**src/rtl/waffle_pkg.sv**
```systemverilog
// Shared types and helpers for the waffle (max-sum subrectangle) stream solver.
//  data_t     : default-width signed element/accumulator type
//  state_t    : solver FSM states
//  npairs     : number of column-boundary pairs (j<k, j,k in 0..cols)
//  pair_index : flat index of pair (j,k), k-major so it needs no column count
//  max2       : signed maximum on data_t
package waffle_pkg;

  localparam int DATA_W_DEF = 32;

  typedef logic signed [DATA_W_DEF-1:0] data_t;

  typedef enum logic [1:0] {IDLE, ACCUM, REDUCE, DONE} state_t;

  function automatic int npairs(input int cols);
    return cols * (cols + 1) / 2;
  endfunction

  // Pairs are laid out k = 1..cols, j = 0..k-1, so index = k*(k-1)/2 + j.
  function automatic int pair_index(input int j, input int k);
    return (k * (k - 1)) / 2 + j;
  endfunction

  function automatic data_t max2(input data_t a, input data_t b);
    return (a > b) ? a : b;
  endfunction

endpackage

```
**src/rtl/waffle_stream_solver_if.sv**
```systemverilog
// Row-in / result-out handshake bundle for the waffle stream solver.
//  in_row/in_valid/in_last/in_ready : one image row per beat, in_last closes the frame
//  result/out_valid/out_ready       : signed maximum rectangle sum of the frame
//  slave  : solver side, master : row source / result sink side
interface waffle_stream_solver_if #(
  parameter int IMG_COLS = 4,
  parameter int DATA_W   = 32
);
  logic [IMG_COLS*DATA_W-1:0] in_row;
  logic                       in_valid;
  logic                       in_last;
  logic                       in_ready;
  logic [DATA_W-1:0]          result;
  logic                       out_valid;
  logic                       out_ready;

  modport slave (
    input  in_row, in_valid, in_last, out_ready,
    output in_ready, result, out_valid
  );

  modport master (
    output in_row, in_valid, in_last, out_ready,
    input  in_ready, result, out_valid
  );
endinterface

```
**src/rtl/waffle_pair_kadane.sv**
```systemverilog
// One Kadane cell for a single column-boundary pair.
//  clock, reset : clock and synchronous active-high reset
//  d            : this row's sum over the pair's column span
//  first        : treat the stored state as zero (first row of a frame)
//  row_fire     : a row is being accepted this cycle
//  clear        : zero the cell (frame result consumed)
//  best         : best run sum seen so far in this frame (never below 0)
module waffle_pair_kadane #(
  parameter int DATA_W = 32
) (
  input  logic                     clock,
  input  logic                     reset,
  input  logic signed [DATA_W-1:0] d,
  input  logic                     first,
  input  logic                     row_fire,
  input  logic                     clear,
  output logic signed [DATA_W-1:0] best
);

  function automatic logic signed [DATA_W-1:0] smax(
    input logic signed [DATA_W-1:0] a,
    input logic signed [DATA_W-1:0] b
  );
    return (a > b) ? a : b;
  endfunction

  logic signed [DATA_W-1:0] cur_q, cur_d;
  logic signed [DATA_W-1:0] best_q, best_d;
  logic signed [DATA_W-1:0] base_cur, base_best, ext_sum, cand;

  always_comb begin
    base_cur  = first ? '0 : cur_q;
    base_best = first ? '0 : best_q;
    // Wrapping add: overflow is allowed to go negative, the max keeps best intact.
    ext_sum   = base_cur + d;
    cand      = smax(ext_sum, d);
    cur_d     = cur_q;
    best_d    = best_q;
    if (clear) begin
      cur_d  = '0;
      best_d = '0;
    end else if (row_fire) begin
      cur_d  = cand;
      best_d = smax(base_best, cand);
    end
  end

  always_ff @(posedge clock) begin
    if (reset) begin
      cur_q  <= '0;
      best_q <= '0;
    end else begin
      cur_q  <= cur_d;
      best_q <= best_d;
    end
  end

  assign best = best_q;

endmodule

```
**src/rtl/waffle_stream_solver.sv**
```systemverilog
// Streaming max-sum-subrectangle solver.
//  clock, reset : clock and synchronous active-high reset
//  bus (slave)  : rows in (in_row/in_valid/in_last/in_ready),
//                 result out (result/out_valid/out_ready)
// Each accepted row updates a Kadane cell per column-boundary pair in parallel;
// after the last row the per-pair bests are scanned one per cycle into result.
module waffle_stream_solver
  import waffle_pkg::*;
#(
  parameter int IMG_COLS = 4,
  parameter int DATA_W   = 32
) (
  input  logic                  clock,
  input  logic                  reset,
  waffle_stream_solver_if.slave bus
);

  localparam int NPAIRS = npairs(IMG_COLS);
  localparam int IDX_W  = $clog2(NPAIRS + 1);

  function automatic logic signed [DATA_W-1:0] smax(
    input logic signed [DATA_W-1:0] a,
    input logic signed [DATA_W-1:0] b
  );
    return (a > b) ? a : b;
  endfunction

  state_t                   state_q, state_d;
  logic [IDX_W-1:0]         idx_q, idx_d;
  logic signed [DATA_W-1:0] acc_q, acc_d;
  logic signed [DATA_W-1:0] result_q, result_d;

  logic                     in_ready, row_fire, out_fire, first;
  logic signed [DATA_W-1:0] prefix [IMG_COLS+1];
  logic signed [DATA_W-1:0] pair_d [NPAIRS];
  logic signed [DATA_W-1:0] best_w [NPAIRS];
  logic signed [DATA_W-1:0] scan_val;

  assign in_ready = !reset && (state_q == IDLE || state_q == ACCUM);
  assign row_fire = bus.in_valid && in_ready;
  assign out_fire = (state_q == DONE) && bus.out_ready;
  assign first    = (state_q == IDLE);

  // Row prefix sums: span (j,k) sums columns j..k-1.
  always_comb begin
    prefix[0] = '0;
    for (int c = 0; c < IMG_COLS; c++) begin
      prefix[c+1] = prefix[c] + $signed(bus.in_row[c*DATA_W +: DATA_W]);
    end
  end

  for (genvar k = 1; k <= IMG_COLS; k++) begin : g_k
    for (genvar j = 0; j < k; j++) begin : g_j
      localparam int P = pair_index(j, k);
      assign pair_d[P] = prefix[k] - prefix[j];
      waffle_pair_kadane #(.DATA_W(DATA_W)) u_cell (
        .clock    (clock),
        .reset    (reset),
        .d        (pair_d[P]),
        .first    (first),
        .row_fire (row_fire),
        .clear    (out_fire),
        .best     (best_w[P])
      );
    end
  end

  // Scan mux; idx == NPAIRS is the closing cycle and selects nothing.
  always_comb begin
    scan_val = '0;
    for (int i = 0; i < NPAIRS; i++) begin
      if (idx_q == IDX_W'(i)) scan_val = best_w[i];
    end
  end

  always_comb begin
    state_d  = state_q;
    idx_d    = idx_q;
    acc_d    = acc_q;
    result_d = result_q;
    case (state_q)
      IDLE, ACCUM: begin
        if (row_fire) begin
          if (bus.in_last) begin
            state_d = REDUCE;
            idx_d   = '0;
            acc_d   = '0;
          end else begin
            state_d = ACCUM;
          end
        end
      end
      REDUCE: begin
        if (idx_q == IDX_W'(NPAIRS)) begin
          result_d = acc_q;
          state_d  = DONE;
        end else begin
          acc_d = smax(acc_q, scan_val);
          idx_d = idx_q + IDX_W'(1);
        end
      end
      DONE: begin
        if (bus.out_ready) state_d = IDLE;
      end
      default: state_d = IDLE;
    endcase
  end

  // State register boundary
  always_ff @(posedge clock) begin
    if (reset) begin
      state_q  <= IDLE;
      idx_q    <= '0;
      acc_q    <= '0;
      result_q <= '0;
    end else begin
      state_q  <= state_d;
      idx_q    <= idx_d;
      acc_q    <= acc_d;
      result_q <= result_d;
    end
  end

  assign bus.in_ready  = in_ready;
  assign bus.out_valid = (state_q == DONE);
  assign bus.result    = result_q;

endmodule
```
**src/flat_wrapper.sv**
```systemverilog
// flat-port wrapper written by rule: the top's interface ports become plain ports
module waffle_stream_solver_flat import waffle_pkg::*;
#(
  parameter int IMG_COLS = 4,
  parameter int DATA_W   = 32
)
  (clock, reset, bus_in_row, bus_in_valid, bus_in_last, bus_out_ready, bus_in_ready, bus_result, bus_out_valid);
  waffle_stream_solver_if #(.IMG_COLS(IMG_COLS), .DATA_W(DATA_W)) bus_i ();
  input  logic clock;
  input  logic reset;
  input wire logic [$bits(bus_i.in_row)-1:0] bus_in_row;
  input wire logic [$bits(bus_i.in_valid)-1:0] bus_in_valid;
  input wire logic [$bits(bus_i.in_last)-1:0] bus_in_last;
  input wire logic [$bits(bus_i.out_ready)-1:0] bus_out_ready;
  output wire logic [$bits(bus_i.in_ready)-1:0] bus_in_ready;
  output wire logic [$bits(bus_i.result)-1:0] bus_result;
  output wire logic [$bits(bus_i.out_valid)-1:0] bus_out_valid;
  assign bus_i.in_row = bus_in_row;
  assign bus_i.in_valid = bus_in_valid;
  assign bus_i.in_last = bus_in_last;
  assign bus_i.out_ready = bus_out_ready;
  assign bus_in_ready = bus_i.in_ready;
  assign bus_result = bus_i.result;
  assign bus_out_valid = bus_i.out_valid;
  waffle_stream_solver #(.IMG_COLS(IMG_COLS), .DATA_W(DATA_W)) u_core (.clock(clock), .reset(reset), .bus(bus_i));
endmodule
```
**config.mk**
```make
export PLATFORM = sky130hd
export DESIGN_NAME = waffle_stream_solver_flat
export DESIGN_NICKNAME = d
export VERILOG_FILES = /design/src/rtl/waffle_pkg.sv /design/src/rtl/waffle_stream_solver_if.sv /design/src/rtl/waffle_pair_kadane.sv /design/src/rtl/waffle_stream_solver.sv /design/src/flat_wrapper.sv
export SDC_FILE = /design/constraint.sdc
export NUM_CORES = 2
export LEC_CHECK = 0
export ABC_CLOCK_PERIOD_IN_PS = 22500
export CORE_MARGIN = 2
export CORE_UTILIZATION = 65
export CTS_CLUSTER_SIZE = 28
export DETAILED_ROUTE_END_ITERATION = 8
export PLACE_DENSITY = 0.83
export SYNTH_ARGS = -nofsm -noshare
export SYNTH_HDL_FRONTEND = slang
export SYNTH_SLANG_ARGS = --single-unit
```
**constraint.sdc**
```tcl
create_clock -name clock -period 22.5 [get_ports clock]
set_clock_uncertainty 0.05 [all_clocks]
set_input_delay 4.5 -clock clock [delete_from_list [all_inputs] [get_ports clock]]
set_output_delay 4.5 -clock clock [all_outputs]
set_load 0.05 [all_outputs]
```
==> impl_metrics.json <==
{
  "status": "complete, but fails checks",
  "violations": "max-capacitance violations",
  "worstHoldPathType": "reg -> reg",
  "synth-edff-count": 0,
  "numCtsBuffers": 88,
  "setup_viol": 0,
  "cpLargestDelayFamily": "compound AO/OA/AOI/OAI gates",
  "ant_nets": 0,
  "ys_seq_elements": 710,
  "cap_violations": 1,
  "nets": 11340,
  "synth_cells": 9920,
  "finalHoldViolCount": 0,
  "final_layout_size_suffix_gt1_share_pct": 4.586,
  "clock_latency_ns": 0.71,
  "drc": 0,
  "htreeDepth": 3,
  "antenna_found_initial": 27,
  "cts_tree": "built",
  "syn_to_final_growth_pct": 8.646,
  "critPathRequiredTime_ns": 23.04,
  "setup_tns_ns": 0,
  "core-area_um2": 117800,
  "rows": 126,
  "fill_cells": 9581,
  "grt_max_degree": 154,
  "die_y_um": 348.3,
  "worst_setup_path_start_kind": "primary input",
  "period_share_pct": 95.69,
  "cts_sinks": 710,
  "cp-end-kind": "flop",
  "via_per_inst": 6.717,
  "r2r_slack_ns": 8.52,
  "grt_pass1_wl_um": 435000,
  "slowest_stage": "clkdlybuf4s50_1",
  "drt_wl_total_um": 295700,
  "worst-endpoint-arrival_ns": 22.07,
  "maxSlewHeadroom_pct": 0.9601,
  "root_buffer": "clkbuf_16",
  "cts.path.max_buffers": 3,
  "report.final.slew_viol_count": 0,
  "worstPathMaxFanout": 31,
  "dp_hpwl_um": 234000,
  "vias": 77680,
  "avgRoutedWirePerCell_um": 25.57,
  "hp-start": "u_core.g_k[4].g_j[1].u_cell.cur_q[0]",
  "first_global_vias": 72260,
  "crit_type": "in -> reg",
  "layout_common_cells": "ha_1 (1254), a21oi_1 (950), nor2_1 (794)",
  "synth.top_cells.by_area": "ha_1 (20%), dfxtp_1 (18%), a21oi_1 (6.2%)",
  "dieArea_um2": 121300,
  "yosysTopAreaCellShare_pct": 20.37,
  "synthFlopType": "dfxtp_1",
  "worst-path-buf-inv": 5,
  "max_freq_mhz": 46.45,
  "dpl_worst_slack_ns": 0.5008,
  "cts-hold-fix-buffers": 0,
  "globalplace.congestion": 1.081,
  "yosys_warnings": 0,
  "synth.avg_cell_area_um2": 7.767,
  "worstReg2RegStart": "u_core.state_q[1]",
  "port-buffer-count": 166,
  "yosysSeqAreaShare_pct": 18.45,
  "instances_no_fill": 11560,
  "ys_async_sr_fraction_pct": 0,
  "grt_util_all_layers_pct": 46.82,
  "io_pins": 167,
  "tightest_slew_ns": 1.475,
  "yosys.area.top_type": "ha_1",
  "syn_area_um2": 77040,
  "crit_end": "u_core.g_k[4].g_j[1].u_cell.best[2]",
  "clk_pin_slew_ns": 0.07,
  "start_util_pct": 65.42,
  "grt_overflow": 0,
  "place_inst": 11380,
  "setup_slack_ns": 0.9693,
  "dr.pass1.iters": 7,
  "critPathMaxStageDelay_ns": 0.58,
  "first_iter_violations": 8950,
  "finalCriticalPeriod_ns": 21.53,
  "die_width_um": 348.3,
  "crit_path_start": "bus_in_row[32]",
  "critical_path_depth": 76,
  "r2r_cells": 45,
  "timing.rr.end": "u_core.g_k[3].g_j[0].u_cell.best[28]",
  "synth_cell_types": 103,
  "synthesis.nets": 11330,
  "final_common_cell": "ha_1"
}
==> per-stage QoR <==
| stage | cell area [um^2] | hold WS [ns] | util, % |
|---|---|---|---|
| floorplan | 77040 | 0.3773 | - |
| global placement | 80390 | 0.3875 | 68.27 |
| detailed placement | 80400 | 0.3914 | 68.27 |
| CTS | 83630 | 0.4014 | 71.01 |
| global route | 83660 | 0.4150 | 71.04 |
| finish | 83710 | 0.4001 | 71.08 |
==> worst min-delay path, stage by stage, from the launching register on <==
cell and delay, ns:
dfxtp_1 0.31, nand3_1 0.06, nand2_1 0.05
==> what timing repair did <==
item | in CTS | in global routing
buffers inserted | 0 | 3
gates resized for setup | 0 | 2
hold endpoints to repair | 0 | 0
endpoints found under the setup margin | 0 | 31
==> sequential cells by signal, indices dropped and copies added, names as in the netlist <==
name,count
u_core.g_k.g_j.u_cell.best,320
u_core.state_q,2
u_core.acc_q,32
u_core.idx_q,4
u_core.bus.result,32
u_core.g_k.g_j.u_cell.cur_q,320
==> synth_stat cells (184+ instances only) <==
master,n
ha_1,1254
nor2_1,797
and2_1,648
a21oi_1,953
nand3_1,184
clkbuf_1,361
o21ai_0,608
nand2_1,561
a21o_1,450
mux2i_1,242
a211oi_1,196
xnor2_1,381
dfxtp_1,710
inv_1,571
==> final cells by class <==
cell class | count | area (um^2) | area share, %
clock buffers | 113 | 2459 | 2.937
diodes | 19 | 47.55 | 0.05680
inverters | 572 | 2147 | 2.565
well taps | 1536 | 1922 | 2.296
multi-input cells | 8245 | 59330 | 70.88
clock inverters | 50 | 765.7 | 0.9148
flip-flops and latches | 710 | 14210 | 16.98
repair buffers | 319 | 2818 | 3.366
==> how the worst min path moves through the flow <==
stage / endpoint / slack [ns] / cells past startpoint
floorplan: u_core.g_k[2].g_j[1].u_cell.cur_q[29] / 0.38 / 2
global placement: u_core.g_k[3].g_j[1].u_cell.cur_q[2] / 0.39 / 2
detailed placement: u_core.g_k[4].g_j[1].u_cell.cur_q[0] / 0.39 / 2
CTS: u_core.g_k[4].g_j[1].u_cell.cur_q[0] / 0.40 / 2
global route: u_core.g_k[2].g_j[0].u_cell.cur_q[2] / 0.41 / 2
finish: u_core.g_k[4].g_j[1].u_cell.cur_q[0] / 0.40 / 2
==> cells by family (layout without fill, tap and decap cells) <==
family                   Yosys count  after routing  share of synthesized area [%]
AND/OR/NAND/NOR                 2975           2975                          19.43
adder cells (fa/ha/maj)         1273           1273                          20.86
buffers and inverters            965           1054                          4.814
XOR/XNOR                         560            560                          6.452
AO/OA/AOI/OAI                   3148           3148                          26.16
other                              0             19                              0
multiplexers                     289            289                          3.838
flip-flops                       710            710                          18.45
==> metal layers <==
| layer | vias up | track usage [%] | routed length (um) |
|---|---|---|---|
| li1 | 35820 | - | - |
| met1 | 36580 | 57.54 | 113800 |
| met2 | 4233 | 70.71 | 122600 |
| met3 | 1021 | 9.683 | 30460 |
| met4 | 18 | 38.16 | 28800 |
| met5 | - | 0 | 117 |
Power is not shown: default switching activity piles up to over one toggle a cycle in this logic, so the estimate is an artifact.
